==> config.mk <==
export PLATFORM = sky130hd
export DESIGN_NAME = top_level_design
export DESIGN_NICKNAME = d
export VERILOG_FILES = /design/src/rtl/top_level_design.sv
export SDC_FILE = /design/constraint.sdc
export NUM_CORES = 1
export LEC_CHECK = 0
export ABC_AREA = 1
export BUFFER_PORTS_ARGS = -buffer_cell sky130_fd_sc_hd__buf_2
export CAP_MARGIN = 20
export CORE_AREA = 2 2 82 84
export DETAILED_ROUTE_END_ITERATION = 16
export DIE_AREA = 0 0 84 86
export GPL_TIMING_DRIVEN = 0
export HOLD_SLACK_MARGIN = 0.05
export PLACE_DENSITY_LB_ADDON = 0.15
export SYNTH_ARGS = -nofsm -noshare
export SYNTH_HDL_FRONTEND = slang
export SYNTH_SLANG_ARGS = --single-unit
==> constraint.sdc <==
create_clock -name clk -period 6.9 [get_ports clk]
set_input_delay 2.07 -clock clk [delete_from_list [all_inputs] [get_ports clk]]
set_output_delay 2.07 -clock clk [all_outputs]
set_load 0.05 [all_outputs]
==> src/rtl/top_level_design.sv <==
// Sequential 8x8 unsigned multiplier: one 4x4 multiplier, shifter and 16-bit accumulator, four compute cycles.
// Optional seven-segment progress decoder enabled by defining SEVEN_SEG_EN; otherwise seg_a..seg_g are tied low.
module top_level_design (
  input  logic        clk,
  input  logic        reset_a,
  input  logic [7:0]  dataa,
  input  logic [7:0]  datab,
  input  logic        start,
  output logic        done_flag,
  output logic [15:0] product8x8_out,
  output logic        seg_a,
  output logic        seg_b,
  output logic        seg_c,
  output logic        seg_d,
  output logic        seg_e,
  output logic        seg_f,
  output logic        seg_g
);

  typedef enum logic [2:0] {
    IDLE = 3'd0,
    LSB  = 3'd1,
    MID1 = 3'd2,
    MID2 = 3'd3,
    MSB  = 3'd4,
    DONE = 3'd5,
    ERR  = 3'd6
  } state_e;

  state_e      state_q, state_d;
  logic [7:0]  a_q, a_d;
  logic [7:0]  b_q, b_d;
  logic [15:0] acc_q, acc_d;

  logic [3:0]  mul_a, mul_b;
  logic [7:0]  pp;
  logic [3:0]  shamt;
  logic [15:0] pp_shift;
  logic [15:0] acc_sum;
  logic [6:0]  seg;

  // Nibble and shift selection for the partial product of the current step
  always_comb begin
    mul_a = a_q[3:0];
    mul_b = b_q[3:0];
    shamt = 4'd0;
    case (state_q)
      MID1: begin
        mul_b = b_q[7:4];
        shamt = 4'd4;
      end
      MID2: begin
        mul_a = a_q[7:4];
        shamt = 4'd4;
      end
      MSB: begin
        mul_a = a_q[7:4];
        mul_b = b_q[7:4];
        shamt = 4'd8;
      end
      default: ;
    endcase
  end

  assign pp       = {4'b0000, mul_a} * {4'b0000, mul_b};
  assign pp_shift = {8'h00, pp} << shamt;
  assign acc_sum  = acc_q + pp_shift;

  always_comb begin
    state_d = state_q;
    a_d     = a_q;
    b_d     = b_q;
    acc_d   = acc_q;
    case (state_q)
      IDLE, DONE, ERR: begin
        if (start) begin
          a_d     = dataa;
          b_d     = datab;
          acc_d   = '0;
          state_d = LSB;
        end else if (state_q == DONE) begin
          state_d = IDLE;
        end
      end
      LSB, MID1, MID2, MSB: begin
        if (start) begin
          state_d = ERR;
        end else begin
          acc_d = acc_sum;
          case (state_q)
            LSB:     state_d = MID1;
            MID1:    state_d = MID2;
            MID2:    state_d = MSB;
            default: state_d = DONE;
          endcase
        end
      end
      default: state_d = IDLE;
    endcase
  end

  always_ff @(posedge clk) begin
    if (reset_a) begin
      state_q <= IDLE;
      a_q     <= '0;
      b_q     <= '0;
      acc_q   <= '0;
    end else begin
      state_q <= state_d;
      a_q     <= a_d;
      b_q     <= b_d;
      acc_q   <= acc_d;
    end
  end

  assign done_flag      = (state_q == DONE);
  assign product8x8_out = acc_q;

`ifdef SEVEN_SEG_EN
  always_comb begin
    seg = 7'b0000000;
    case (state_q)
      IDLE:    seg = 7'b1111110;
      LSB:     seg = 7'b0110000;
      MID1:    seg = 7'b1101101;
      MID2:    seg = 7'b1111001;
      MSB:     seg = 7'b0110011;
      DONE:    seg = 7'b0111101;
      ERR:     seg = 7'b1001111;
      default: seg = 7'b0000000;
    endcase
  end
`else
  assign seg = '0;
`endif

  assign {seg_a, seg_b, seg_c, seg_d, seg_e, seg_f, seg_g} = seg;

endmodule

# --- Word-level counts from Yosys, hierarchy flattened ---
# Index checks and enable logic that the tools add are counted.
word_totals:
  ff_bits: 35
  latch_bits: 0
  ram_bits: 0
  romBits: 0
  in_bits: 19
  output_inout_bits: 24
  elab_cells: 36
  n_memories: 0
classes:
  add_sub_neg: 1
  n_mul: 1
  div: 0
  magnitude_cmp: 0
  n_eq_ne: 9
  shift: 1
  mux: 11
  bitwise_logic: 0
  n_reduce_logical: 9
op_table:
  columns: ["op", "count"]
  rows:
  - ["two-way mux 16 bit", 2]
  - ["one-hot mux 16 bit (2 select lines)", 1]
  - ["adder 16 bit", 1]
  - ["<< shifter 8 x 4 -> 16 bit", 1]
  - ["== test 3 bit, second input constant", 3]
  - ["two-way mux 3 bit", 3]
  - ["one-hot mux 3 bit (3 select lines)", 1]
  - ["multiplier 4 x 4 -> 8 bit", 1]
  - ["two-way mux 4 bit", 2]
  - ["one-hot mux 4 bit (2 select lines)", 1]
  - ["== test 3 x 2 -> 1 bit, second input constant", 2]
  - ["one-hot mux 3 bit (2 select lines)", 1]
  - ["OR reduction 2 bit", 3]
  - ["inequality test 2 bit, second input constant", 2]
  - ["OR reduction 4 bit", 1]
  - ["== test 3 x 1 -> 1 bit, second input constant", 1]
  - ["zero test 3 bit", 1]
  - ["inequality test 3 bit, second input constant", 1]
  - ["AND reduction 3 bit", 1]
  - ["OR reduction 3 bit", 1]
  - ["AND reduction 2 bit", 1]
  - ["nonzero test 2 bit", 1]

# --- Longest topological paths before layout ---
logic_depth:
  word_depth: 8
  depth_mapped: 31
  mapped_depth_nobuf: 31

# --- Worst setup path after synthesis ---
# OpenSTA, ideal clock, no wires.
synth_timing:
  kind: "reg2reg"
  from: "register state_q[1]"
  to: "register acc_q[11], in the netlist product8x8_out[11]"
  setup_ps: 70
  arrival_ps: 4697
  t_required_ps: 6830
  setup_slack_ps: 2132
  stages_incl_launch_ff: 29
  n_path_buf: 0
  period_less_slack_ps: 4768
  cell_sequence: "dfxtp_1 nor2_1 inv_2 nor2_8 inv_2 nand2_2 nand2_2 o21ai_0 nand2_1 fa_1 inv_1 fa_1 inv_1 fa_1 o21ai_0 xnor2_1 nand2_1 o21ai_0 nor2_1 ha_1 nand2_1 inv_1 nand3_1 o21ai_0 a21o_1 nor2_1 nor2_1 nand2_1 a21oi_1"
synth_between:
  elab_chain_len: 8
  word_cells_on_any_way: 24
  classes_between: "1 x add/sub; 1 x mul; 8 x eq/ne; 1 x shift; 5 x mux; 8 x reduce/logical"
synth_rtl:
  columns: ["item", "line", "text"]
  rows:
  - ["start, declared", "30", "state_e state_q, state_d;"]
  - ["start signal, assigned", "109", "state_q <= state_d;"]
  - ["== test 3 x 2 -> 1 bit / == test 3 bit (equally long branches)", "47, 74", null]
  - ["OR reduction 2 bit (no line)", null, null]
  - ["two-way mux 4 bit", "47", "case (state_q)"]
  - ["multiplier 4 x 4 -> 8 bit", "65", "assign pp = {4'b0000, mul_a} * {4'b0000, mul_b};"]
  - ["<< shifter 8 x 4 -> 16 bit", "66", "assign pp_shift = {8'h00, pp} << shamt;"]
  - ["adder 16 bit", "67", "assign acc_sum = acc_q + pp_shift;"]
  - ["two-way mux 16 bit", "86", "if (start) begin"]
  - ["one-hot mux 16 bit (2 select lines)", "74", "case (state_q)"]
  - ["end signal, assigned", "107", "acc_q <= '0;"]
  - ["end signal, assigned", "112", "acc_q <= acc_d;"]
  - ["end, declared", "33", "logic [15:0] acc_q, acc_d;"]
# Several ways; a longest one is shown, not always the timed one. The select of a mux whose other input is x is not followed.
# A chain may end at the register's enable or synchronous reset.

# --- Worst setup path after layout ---
# Same ends and word-level chain as after synthesis.

==> results list <==
- Status: finished, final reports clean
* Peak VDD IR: 0.262 mV
- 43 I/O pins were placed.
* Clk root buf: sky130_fd_sc_hd__clkbuf_8
- Synthesis Warnings: 0
- The number of antenna violations at the first check in global routing is 0.
- Post-route standard cell area excluding fillers: 0.00322 mm2
* Normalized max-slew margin: 65.6%
* Reg clk slew, reported paths: 0.08 ns
- Post-CTS Resized: 0
* Number of antenna cells inserted: 0
- In the routed design, unresolved DRC markers number 0.
- Buffers & Inverters on Critical Path: 5
- Number of nets in the layout: 521
- Data arrives at the worst endpoint at 5.76 ns.
* Slowest cell delay on critical path: 0.56 ns
- Worst Max-Slew Pin Slew: 0.516 ns
* Maximum capacitance violations: 0
* Synth-to-layout area growth: 15.1%
* Clock Skew: 0.00734 ns
- Max Clk Rate: 180 MHz
- Using the TritonRoute via totals, the vias-per-cell ratio works out to 5.10.
- Fraction of layout cells with a size suffix above 1: 14.0%
- Synthesis produced a netlist whose cell count is 423.
- TritonCTS built the clock tree.
- First-pass GRT wire length: 11,500 um
- Global routing used 19.4% of the available tracks across all layers.
* RSZ-0062 raised after global routing: false
- Across all layers, the routed design uses 2,795 vias.
- In this run, placement finished with an instance count of 540.
- Remaining number of nets flagged by the antenna check after routing: 0
- First-pass iteration count of the detailed router: 5
- On the final layout, the worst hold slack is 0.465 ns.
- Final Hold Violating Endpoints: 0
- The largest individual stage delay along the critical path comes from the cell sky130_fd_sc_hd__fa_1.
- At the end of routability-driven placement, the weighted congestion stood at 0.869.
* Final worst path period share: 80.5%
* Instance area after placement: 0.00308 mm2
* Initial DRC count: 163
- Measured along the y axis, the die boundary spans 86 um.
- In this run the power density over the cells is 337 mW/mm2.
* Path class of the lowest-slack min-delay path: reg -> reg
- Avg Synthesized Cell Area: 6.61 um2
* Number of max-slew violations in the final report: 0
* Overall die area: 0.00722 mm2
- Number of unique standard cell types used by synthesis: 32
- On the critical path the largest part of the delay comes from adder cells.
* Buffers on Ports: 34
- After synthesis the cells add up to 0.00279 mm2.
* Average wire per cell in the routed design: 12.7 um
- Final setup violation count: 0
* Final HPWL from detailed placement: 5480 um
* Leakage power of the design: 1.59 nW
- Total number of clock tree sinks: 35
* Largest net degree at the start of global routing: 12
- STA puts the critical path data required time at 7.11 ns.
* Largest fanout on the critical path: 10
- The worst setup path is launched from a flip-flop.
* Clock latency reported for the late side of the worst-skew pair: 0.29 ns
- Kind of critical path: reg -> reg
- Kind of end point of the critical path: flip-flop
- Tmin final: 5.55 ns
- After global routing the overflow that remains totals 0.
- Core Box Area: 0.00628 mm2
* Post-Route Setup TNS: 0 ns
- For this run, the register share of the synthesized area comes to 25.1%.
- CTS buffer count: 5
* Chip Width: 84 um
- Maximum level of the CTS H-tree: 2
* Number of buffers on the longest clock path: 2
- Synthesized flop and latch total: 35
- Starting density of the core: 44.5%
* Post-CTS Repair Setup Buffers: 0
- Row generation in the floorplan step produced 29 rows.
- Once layout is complete, the cells apart from fillers number 548.
- The number of global-route vias before repair came to 2,455.
* Post-CTS Hold Buffers: 0
- Summed over all layers, the routed wires come to 6940 um.
## worst min-delay path, cell delays in order (launching register included)
cell and delay (ns):
sky130_fd_sc_hd__dfxtp_1 0.30, sky130_fd_sc_hd__inv_1 0.06, sky130_fd_sc_hd__a211oi_1 0.06
## placed cells by master, fill, tap and decap left out, types with 8 or more instances in the layout
cell type / instances
sky130_fd_sc_hd__dfxtp_1: 35
sky130_fd_sc_hd__nand3_1: 16
sky130_fd_sc_hd__a21oi_1: 48
sky130_fd_sc_hd__buf_2: 38
sky130_fd_sc_hd__o21ai_1: 12
sky130_fd_sc_hd__nand4_1: 13
sky130_fd_sc_hd__ha_1: 27
sky130_fd_sc_hd__inv_1: 45
sky130_fd_sc_hd__nand2_1: 99
sky130_fd_sc_hd__a211oi_1: 8
sky130_fd_sc_hd__o21ai_0: 18
sky130_fd_sc_hd__nor2_1: 45
## layer usage
metal	vias up	global-route usage [%]	routed length [um]
met5	-	0	0
met3	2	2.89	307
li1	1493	-	-
met1	1227	29.7	3660
met4	0	3.52	29
met2	73	28.9	2940
## path summary, 6_finish.rpt
check	to	cells past startpoint	slack [ns]	start
max reg2reg	product8x8_out[11]	28	1.35	state_q[1]
min reg2reg	a_q[0]	2	0.47	a_q[0]
max	product8x8_out[11]	28	1.35	state_q[1]
min	a_q[0]	2	0.47	a_q[0]
## flip-flops by register name (all words and copies together), names as in the netlist
signal          count
a_q                 8
b_q                 8
product8x8_out     16
state_q             3
## stage by stage
step                setup WS (ns)  power [mW]  utilization, %
finish                       1.35        1.08            51.2
global route                0.914        1.18            51.2
global placement             1.51       0.856            49.1
detailed placement           1.39       0.861            49.1
floorplan                    2.13       0.723               -
CTS                          1.35        1.09            51.2
## cells by family (layout without fill, tap and decap cells)
family                   count (synthesis)  count (layout)  synth area share [%]
adder cells (fa/ha/maj)                 32              32                  15.7
XOR/XNOR                                 6               6                  1.88
AO/OA/AOI/OAI                           95              95                  18.6
buffers and inverters                   69             111                  10.4
AND/OR/NAND/NOR                        185             185                  28.3
flip-flops                              35              35                  25.1
other                                    1               7                 0.134
## cells in the mapped netlist
master / number / area [um2]
sky130_fd_sc_hd__nand2_1: 99 / 372
sky130_fd_sc_hd__a21oi_1: 48 / 240
sky130_fd_sc_hd__inv_1: 45 / 169
sky130_fd_sc_hd__nor2_1: 45 / 169
sky130_fd_sc_hd__dfxtp_1: 35 / 701
sky130_fd_sc_hd__ha_1: 27 / 338
sky130_fd_sc_hd__o21ai_0: 18 / 90.1
sky130_fd_sc_hd__nand3_1: 16 / 80.1
sky130_fd_sc_hd__nand4_1: 13 / 81.3
sky130_fd_sc_hd__o21ai_1: 12 / 60.1
sky130_fd_sc_hd__a211oi_1: 8 / 60.1
sky130_fd_sc_hd__buf_4: 7 / 52.6
sky130_fd_sc_hd__inv_2: 7 / 26.3
sky130_fd_sc_hd__clkbuf_1: 5 / 18.8
sky130_fd_sc_hd__fa_1: 5 / 100
sky130_fd_sc_hd__nor3_1: 5 / 25.0
sky130_fd_sc_hd__buf_2: 4 / 20.0
sky130_fd_sc_hd__a21o_1: 3 / 22.5
sky130_fd_sc_hd__xnor2_1: 3 / 26.3
sky130_fd_sc_hd__xor2_1: 3 / 26.3
sky130_fd_sc_hd__nand2_2: 2 / 12.5
sky130_fd_sc_hd__nor2_2: 2 / 12.5
sky130_fd_sc_hd__o21bai_1: 2 / 15.0
sky130_fd_sc_hd__a2111oi_1: 1 / 10.0
sky130_fd_sc_hd__a31oi_1: 1 / 6.26
sky130_fd_sc_hd__buf_1: 1 / 3.75
sky130_fd_sc_hd__conb_1: 1 / 3.75
sky130_fd_sc_hd__nand3_2: 1 / 10.0
sky130_fd_sc_hd__nand3b_1: 1 / 7.51
sky130_fd_sc_hd__nor2_8: 1 / 20.0
sky130_fd_sc_hd__o21ai_2: 1 / 8.76
sky130_fd_sc_hd__o22ai_1: 1 / 6.26
## where the power goes
| group | switching [mW] | internal [mW] | total [mW] |
|---|---|---|---|
| combinational | 0.416 | 0.175 | 0.591 |
| clock | 0.0781 | 0.145 | 0.223 |
| sequential | 0.0256 | 0.244 | 0.269 |
## cell type report
cell class	instances	area (um2)
plain buffers	17	95.1
inverters	52	195
clock buffers	6	72.6
clock inverters	2	60.1
well taps	77	96.3
multi-input cells	325	1830
flip-flops and latches	35	701
fillers	682	3060
repair buffers	34	170
(Power assumes the default switching activity.)
